<file path="src/rtl/vend_pkg.sv">
// Shared types and sizes for the vending scheduler: FSM states, latched request payload.
package vend_pkg;

  localparam int unsigned ITEM_W  = 2;
  localparam int unsigned N_ITEMS = 4;
  localparam int unsigned STOCK_W = 4;
  localparam int unsigned QTY_W   = 4;
  localparam int unsigned SOLD_W  = 8;

  typedef enum logic [2:0] {
    IDLE,
    CHECK,
    DISPENSE,
    CHANGE,
    REFUND,
    FAULT
  } state_t;

  typedef struct packed {
    logic [ITEM_W-1:0] item;
    logic              half;
  } vend_req_t;

  function automatic logic [N_ITEMS-1:0] item_onehot(input logic [ITEM_W-1:0] item);
    return N_ITEMS'(1) << item;
  endfunction

endpackage

</file>
<file path="src/rtl/vend_stock.sv">
// Per-item stock counters: saturating refill merged with same-cycle dispense decrement.
module vend_stock
  import vend_pkg::*;
#(
  parameter int unsigned STOCK_MAX = 15
) (
  input  logic              clk,
  input  logic              rst_n,
  input  logic              refill,
  input  logic [ITEM_W-1:0] refill_item,
  input  logic [QTY_W-1:0]  refill_qty,
  input  logic              dec,
  input  logic [ITEM_W-1:0] dec_item,
  output logic [N_ITEMS-1:0] empty
);

  localparam int unsigned SUM_W = STOCK_W + 1;

  logic [STOCK_W-1:0] stock_q [N_ITEMS];
  logic [STOCK_W-1:0] stock_d [N_ITEMS];

  // Add first, then take the dispensed unit, then clamp, so a coincident refill never loses a unit.
  function automatic logic [STOCK_W-1:0] next_stock(
    input logic [STOCK_W-1:0] cur,
    input logic               add_en,
    input logic [QTY_W-1:0]   qty,
    input logic               sub_en
  );
    logic [SUM_W-1:0] sum;
    sum = SUM_W'(cur) + (add_en ? SUM_W'(qty) : SUM_W'(0));
    if (sub_en && (sum != SUM_W'(0))) sum = sum - SUM_W'(1);
    if (sum > SUM_W'(STOCK_MAX)) sum = SUM_W'(STOCK_MAX);
    return sum[STOCK_W-1:0];
  endfunction

  always_comb begin
    for (int i = 0; i < N_ITEMS; i++) begin
      stock_d[i] = next_stock(stock_q[i],
                              refill && (refill_item == ITEM_W'(i)),
                              refill_qty,
                              dec && (dec_item == ITEM_W'(i)));
      empty[i]   = (stock_q[i] == STOCK_W'(0));
    end
  end

  always_ff @(posedge clk or negedge rst_n) begin
    if (!rst_n) begin
      for (int i = 0; i < N_ITEMS; i++) stock_q[i] <= '0;
    end else begin
      for (int i = 0; i < N_ITEMS; i++) stock_q[i] <= stock_d[i];
    end
  end

endmodule

</file>
<file path="src/rtl/vend_sched.sv">
// Vending scheduler: accepts paid requests, checks stock, drives the shared motor and change return.
// Optional dispense watchdog / FAULT state enabled by defining VEND_SCHED_TIMEOUT_EN.
module vend_sched
  import vend_pkg::*;
#(
  parameter int unsigned STOCK_MAX     = 15,
  parameter int unsigned MOTOR_TIMEOUT = 1000,
  parameter int unsigned HALF_PULSE    = 4
) (
  input  logic               clk,
  input  logic               rst_n,
  input  logic               vend_req,
  input  logic [ITEM_W-1:0]  vend_item,
  input  logic               change_half,
  input  logic               motor_done,
  input  logic               refill,
  input  logic [ITEM_W-1:0]  refill_item,
  input  logic [QTY_W-1:0]   refill_qty,
  input  logic               fault_clr,
  output logic               vend_ack,
  output logic               vend_busy,
  output logic [N_ITEMS-1:0] motor_on,
  output logic               half_out,
  output logic               refund,
  output logic [SOLD_W-1:0]  sold_cnt,
  output logic [N_ITEMS-1:0] empty,
  output logic               fault
);

  localparam int unsigned CNT_MAX = (MOTOR_TIMEOUT > HALF_PULSE) ? MOTOR_TIMEOUT : HALF_PULSE;
  localparam int unsigned CNT_W   = $clog2(CNT_MAX + 1);

  state_t           state_q, state_d;
  vend_req_t        req_q, req_d;
  logic [CNT_W-1:0] cnt_q, cnt_d;
  logic             dispense_done;

  vend_stock #(
    .STOCK_MAX (STOCK_MAX)
  ) u_stock (
    .clk         (clk),
    .rst_n       (rst_n),
    .refill      (refill),
    .refill_item (refill_item),
    .refill_qty  (refill_qty),
    .dec         (dispense_done),
    .dec_item    (req_q.item),
    .empty       (empty)
  );

  always_ff @(posedge clk or negedge rst_n) begin
    if (!rst_n) begin
      state_q <= IDLE;
      req_q   <= '0;
      cnt_q   <= '0;
    end else begin
      state_q <= state_d;
      req_q   <= req_d;
      cnt_q   <= cnt_d;
    end
  end

  // Next state; cnt_q counts cycles spent in the current state (watchdog and change pulse).
  always_comb begin
    state_d       = state_q;
    req_d         = req_q;
    cnt_d         = cnt_q + CNT_W'(1);
    dispense_done = 1'b0;
    case (state_q)
      IDLE: begin
        if (vend_req) begin
          req_d.item = vend_item;
          req_d.half = change_half;
          state_d    = CHECK;
        end
      end
      CHECK:    state_d = empty[req_q.item] ? REFUND : DISPENSE;
      DISPENSE: begin
        if (motor_done) begin
          dispense_done = 1'b1;
          state_d       = req_q.half ? CHANGE : IDLE;
        end
`ifdef VEND_SCHED_TIMEOUT_EN
        else if (cnt_q == CNT_W'(MOTOR_TIMEOUT - 1)) begin
          state_d = FAULT;
        end
`endif
      end
      CHANGE: begin
        if (cnt_q == CNT_W'(HALF_PULSE - 1)) state_d = IDLE;
      end
      REFUND: state_d = IDLE;
      FAULT: begin
`ifdef VEND_SCHED_TIMEOUT_EN
        if (fault_clr) state_d = IDLE;
`else
        state_d = IDLE;
`endif
      end
      default: state_d = IDLE;
    endcase
    if (state_d != state_q) cnt_d = '0;
  end

  // Outputs registered from the next state so they line up with the state they describe.
  always_ff @(posedge clk or negedge rst_n) begin
    if (!rst_n) begin
      vend_ack  <= 1'b0;
      vend_busy <= 1'b0;
      motor_on  <= '0;
      half_out  <= 1'b0;
      refund    <= 1'b0;
      sold_cnt  <= '0;
    end else begin
      vend_ack  <= (state_q == IDLE) && vend_req;
      vend_busy <= (state_d != IDLE);
      motor_on  <= (state_d == DISPENSE) ? item_onehot(req_q.item) : '0;
      half_out  <= (state_d == CHANGE);
      refund    <= (state_d == REFUND);
      if (dispense_done) sold_cnt <= sold_cnt + SOLD_W'(1);
    end
  end

`ifdef VEND_SCHED_TIMEOUT_EN
  always_ff @(posedge clk or negedge rst_n) begin
    if (!rst_n) fault <= 1'b0;
    else        fault <= (state_d == FAULT);
  end
`else
  logic unused_fault_clr;
  assign unused_fault_clr = fault_clr;
  assign fault            = 1'b0;
`endif

endmodule

</file>
<file path="config.mk">
export PLATFORM = sky130hd
export DESIGN_NAME = vend_sched
export DESIGN_NICKNAME = d
export VERILOG_FILES = /design/src/rtl/vend_pkg.sv /design/src/rtl/vend_stock.sv /design/src/rtl/vend_sched.sv
export SDC_FILE = /design/constraint.sdc
export NUM_CORES = 1
export LEC_CHECK = 0
export ABC_CLOCK_PERIOD_IN_PS = 2700
export BUFFER_PORTS_ARGS = -buffer_cell sky130_fd_sc_hd__buf_2
export CORE_MARGIN = 1
export CORE_UTILIZATION = 54
export CTS_CLUSTER_DIAMETER = 200
export DETAILED_ROUTE_END_ITERATION = 7
export PLACE_DENSITY_LB_ADDON = 0.08
export SLEW_MARGIN = 20
export SYNTH_ARGS = -nofsm -noshare
export SYNTH_HDL_FRONTEND = slang
export SYNTH_SLANG_ARGS = --single-unit
</file>
<file path="constraint.sdc">
create_clock -name clk -period 2.7 [get_ports clk]
set_clock_uncertainty 0.05 [all_clocks]
set_input_delay 0.135 -clock clk [delete_from_list [all_inputs] [get_ports clk]]
set_output_delay 0.135 -clock clk [all_outputs]
set_load 0.05 [all_outputs]
</file>
### Yosys cells after proc, flatten, opt, wreduce, memory -nomap -nowiden

Cells that the tools add are included.

| word-level totals | value |
|---|---|
| register bits | 48 |
| logic and storage cells | 94 |
| output and inout bits | 21 |
| input bits | 15 |

| cells by class | value |
|---|---|
| add/subtract/negate cells | 10 |
| reductions and logical operators | 26 |
| equality and inequality tests | 14 |
| muxes and demuxes | 24 |
| order comparisons | 5 |
| shift operators | 1 |

Operators by type and width:

| cell | number |
|---|---|
| two-way mux 4 bit | 9 |
| adder 4 x 5 -> 5 bit | 4 |
| greater-than comparator 5 x 4 -> 1 bit (second input constant) | 4 |
| two-way mux 5 bit | 4 |
| nonzero test 5 bit | 4 |
| subtractor 5 x 1 -> 5 bit (second input constant) | 4 |
| zero test 4 bit | 4 |
| logical AND 1 bit | 13 |
| equality test 3 x 2 -> 1 bit (second input constant) | 4 |
| two-way mux 3 bit | 4 |
| case mux 3 bit (4 select lines) | 1 |
| adder 10 x 1 -> 10 bit (second input constant) | 1 |
| equality test 10 x 2 -> 1 bit (second input constant) | 1 |
| two-way mux 10 bit | 1 |
| adder 8 x 1 -> 8 bit (second input constant) | 1 |
| equality test 2 bit (second input constant) | 4 |
| equality test 2 x 1 -> 1 bit (second input constant) | 2 |
| zero test 2 bit | 2 |
| left shift 1 x 2 -> 4 bit (first input constant) | 1 |
| equality test 3 x 1 -> 1 bit (second input constant) | 1 |
| equality test 3 bit (second input constant) | 1 |
| zero test 3 bit | 1 |
| < comparator 2 x 3 -> 1 bit (second input constant) | 1 |
| two-way mux 1 bit | 3 |
| 5 further kinds | 5 |

### Logic depth before layout (Yosys ltp)

| depth | value |
|---|---|
| word-level depth | 9 |
| depth in mapped cells | 12 |
| gate-level depth less buffers | 12 |

### Modules after synthesis

Synthesis repeated with hierarchy kept, for this count alone.

| unflattened totals | value |
|---|---|
| cell total of the unflattened synthesis | 325 |
| area total of the unflattened synthesis | 3160.5 µm² |

By module, submodules not included:

| module | cells each | area an instance (µm²) | instances |
|---|---|---|---|
| vend_stock | 203 | 1710.4 | 1 |
| vend_sched | 122 | 1450.1 | 1 |

### Worst setup path after synthesis

OpenSTA, ideal clock, no wires.

| timing | value |
|---|---|
| path type | register to register |
| from | register u_stock.stock_q[13] (netlist name) |
| to | register motor_on[2] |
| arrival time | 2.879 ns |
| path buffers | 0 |
| cell stages (with the launch flop) | 6 |
| path slack | -0.376 ns |
| required time | 2.504 ns |
| path through | dfrtp_1 nor4_1 a22oi_1 and3_1 a31oi_2 nor4b_1 |

| between the ends | value |
|---|---|
| longest elaborated chain between the ends | 7 |

RTL lines:

| what | RTL line | RTL |
|---|---|---|
| start: declaration | vend_stock.sv:19 | `logic [STOCK_W-1:0] stock_q [N_ITEMS];` |
| zero test 4 bit | vend_stock.sv:42 | `empty[i] = (stock_q[i] == STOCK_W'(0));` |
| via empty[0] | vend_sched.sv:26 | `output logic [N_ITEMS-1:0] empty,` |
| binary-select mux 1 bit (select 2 bit) | vend_sched.sv:77 | `CHECK: state_d = empty[req_q.item] ? REFUND : DISPENSE;` |
| two-way mux 1 bit (not written as such) | vend_sched.sv:77 |  |
| two-way mux 3 bit | vend_sched.sv:77 |  |
| case mux 3 bit (4 select lines) | vend_sched.sv:69 | `case (state_q)` |
| equality test 3 x 2 -> 1 bit | vend_sched.sv:117 | `motor_on <= (state_d == DISPENSE) ? item_onehot(req_q.item) : '0;` |
| two-way mux 4 bit | vend_sched.sv:117 |  |
| end signal: assignment | vend_sched.sv:117 |  |
| end: declaration | vend_sched.sv:22 | `output logic [N_ITEMS-1:0] motor_on,` |

The timed path passes the listed nets, and every way through them passes these cells. The select of a mux whose other input is x is not followed.
A chain may end at the register's enable or synchronous reset.

==> impl_results.md <==
* WL/cell at approximately 14 um
* CTS clk-pin slew, worst paths at 0.09 ns
* Library cells used by synthesis at between 50 and 60
* R2r setup slk at 0.29 ns
* Final Cell Area at about 0.0036 mm^2
* Setup crit start kind: primary input
* Initial Utilization at 0.574
* Seq pwr share at 0.350
* Tot Pwr at 3.49 mW
* First-pass GRT wire length at 11,500 um
* Max VDD drop at 0.000491 V
* Layout filler cell count at 497
* Fin crit share at 0.902
* Die width at 79.2 um
* Cell Pwr Density at 971 mW/mm^2
* Hold Crit Depth at 2
* Synth area leader: dfrtp_1
* Cells after Synth at 343
* Placed cell areas at approximately 0.0035 mm^2
* CTS tree: done
* Post-CTS sizing at 0
* Register bit total from synthesis at 48
* Switching component of the power at 1.59 mW
* Most frequent cells in the layout: dfrtp_1, buf_2, nor2_1
* Hold worst-path end: req_q[1]
* DIE HEIGHT at 79.2 um
* I/O pin total at 36
* Power share of the clock group at 0.149
* Worst min path class: primary input to register
* Vias at 2,528
* Ranking of synthesized cells by area: dfrtp_1, ha_1, xnor2_1, xor2_1, nor2_1
* Cells on worst reg2reg path at 8
* Syn avg cell area at 9.38 um^2
* Unrepaired setup endpoints after global routing: no
* Crit path kind: primary input to register
* First-pass iteration count of the detailed router at 4
* Reg-to-Reg End: u_stock.stock_q[9]
* Post-synth ARST share at 1.00
* Layout area overhead at 11.7%
* Initial antenna violation count at 0
* Maximum fanout along the worst path at 6
* Achievable Freq at 0.411 GHz
* GRT Util Overall at 0.234
* Routed wire length at 6490 um
* Worst skew pair latency at 0.31 ns
* Status: finished, final reports clean
* Cell internal pwr at 1.90 mW
* Antenna viol nets, final at 0
* Core area at 0.00561 mm^2
* Rel. slew slack at 0.562
* DRC viols at 0
* Crit path DAT at 2.57 ns
* Fin util at 0.641
* Final Setup Violations at 0
* Number of clock sinks at 48
* Final min period at ~2.4 ns
* Nets at 421
* DR vias/cell at approximately 5.6
* Final Hold Fails at 0
* Critical path endpoint category: register
* Die Area at between 0.006 and 0.007 mm^2
* Largest net degree at the start of global routing at 49
* Row count at 27
* CP startpoint: refill_item[1]
* Syn Nets at 384
* Switching share of total power at 0.454
* Antenna fix cells at 0
* PnR worst setup slack at 0.265 ns
* Setup Slack @ Placement at -0.0162 ns
* Num CTS Buffers at 5
* Global route overflow at 0
* Post-CTS setup buffer count at 0
* Post-synth top area share at 0.373
* P_leak at ~1.7 nW
* Slew Viols, Final at 0
* Root buffer cell: clkbuf_8
* Hold Crit Start: vend_item[0]
* Vias in the first global route at about 2,600
* Worst R2R Start: u_stock.stock_q[8]
* Comb power frac at 0.501
* EDFF count, synth at 0
* # port buffers at 33
* Hold_ws at 0.0232 ns
* Synth warn at 0
* Req. time, crit path at 2.83 ns
* Initial DRC count at ~110
* Predominant post-synthesis flop cell: dfrtp_1
* Register area share after synthesis at 0.373
* Layout cell share with drive strength beyond 1 at 0.173
* GP Congestion at 0.867
* Max clock buf depth at 2
* Htree depth at 2
* DP Wirelength at between 4000 and 5000 um
* Most common cell after layout, fill and taps aside: dfrtp_1
* Worst slew pin tran at 0.651 ns
* Max Cap Violations at 0
* Netlist Area Pre-Place at between 0.003 and 0.004 mm^2
flip-flops by register name, indices dropped and copies added (netlist names):
| signal | count |
|---|---|
| half_out | 1 |
| u_stock.stock_q | 16 |
| motor_on | 4 |
| cnt_q | 10 |
| vend_ack | 1 |
| sold_cnt | 8 |
| req_q | 3 |
| vend_busy | 1 |
| state_q | 3 |
| refund | 1 |
cells by family after synthesis:
logic type	count (synthesis)	share of synthesized area
XOR/XNOR	28	0.0762
buffers and inverters	39	0.0580
adder cells (fa/ha/maj)	26	0.110
other	1	0.00117
AND/OR/NAND/NOR	142	0.240
AO/OA/AOI/OAI	50	0.110
flip-flops	48	0.373
multiplexers	9	0.0307
stage by stage:
| step | instances | setup TNS, ns |
|---|---|---|
| 2_1_floorplan | 343 | 0 |
| 3_3_place_gp | 444 | 0 |
| 3_5_place_dp | 444 | -0.0162 |
| 4_1_cts | 452 | 0 |
| 5_1_grt | 453 | 0 |
| 6_report | 453 | 0 |
routing by layer:
metal  track usage  vias to the layer above  wire length [um]
met4        0.0764                        0               100
met2         0.398                       42              3130
met3        0.0345                        9               160
met1         0.305                     1199              3090
li1              -                     1278                 -
met5             0                        -                 0
synthesized netlist by cell type, types with 2 or more instances:
master	count
a211oi_1	13
mux2_2	7
nand3b_1	4
nand2b_1	4
mux2i_1	2
buf_6	4
xor2_1	13
a21o_1	2
and3_1	6
nor2b_1	7
ha_1	22
o21ai_0	3
and4_1	3
buf_2	4
o31ai_1	2
fa_1	4
inv_1	26
nor2_1	29
a21oi_1	13
nor4_1	7
nand2_1	19
dfrtp_1	48
a311oi_1	3
nor3b_1	4
xnor2_1	15
nand4_1	6
nand3_1	17
nor3_1	10
o22a_1	2
a31oi_1	6
and2_1	17
clkbuf_1	2
timing repair:
item                                    4_1_cts  5_1_grt
endpoints found under the setup margin        0        0
hold endpoints to repair                      0       48
hold buffers                                  0        1
critical path, cell delays in order:
cell and delay, ns:
buf_2 0.12, nor3b_1 0.33, and2_1 0.19, ha_1 0.18, inv_1 0.06, fa_1 0.53
ha_1 0.25, nand3b_1 0.09, mux2_2 0.33, a211oi_1 0.28, a211oi_1 0.09
power by group through the flow:
| stage | registers [mW] | clock network, mW | logic, mW |
|---|---|---|---|
| after CTS | 1.22 | 0.533 | 1.76 |
| after floorplan | 1.37 | 0 | 1.21 |
| after global routing | 1.26 | 0.559 | 1.94 |
| after detailed placement | 1.23 | 0 | 1.75 |
| final | 1.22 | 0.520 | 1.75 |
| after global placement | 1.23 | 0 | 1.69 |
area by class of cell:
class,instances,area [um^2],area share
clock inverter,2,35.0,0.00975
timing repair buffer,42,238,0.0662
tap,72,90.1,0.0251
sequential,48,1200,0.334
clock buffer,6,72.6,0.0202
multi-input combinational,256,1850,0.516
inverter,27,101,0.0282
worst max path at each step:
| stage | to | slack, ns | cells past startpoint |
|---|---|---|---|
| 2_1_floorplan | motor_on[2] | 0.30 | 5 |
| 3_3_place_gp | u_stock.stock_q[13] | 0.06 | 11 |
| 3_5_place_dp | u_stock.stock_q[13] | -0.02 | 11 |
| 4_1_cts | u_stock.stock_q[13] | 0.28 | 11 |
| 5_1_grt | u_stock.stock_q[13] | 0.1 | 11 |
| 6_report | u_stock.stock_q[13] | 0.27 | 11 |
(Power assumes the default switching activity.)
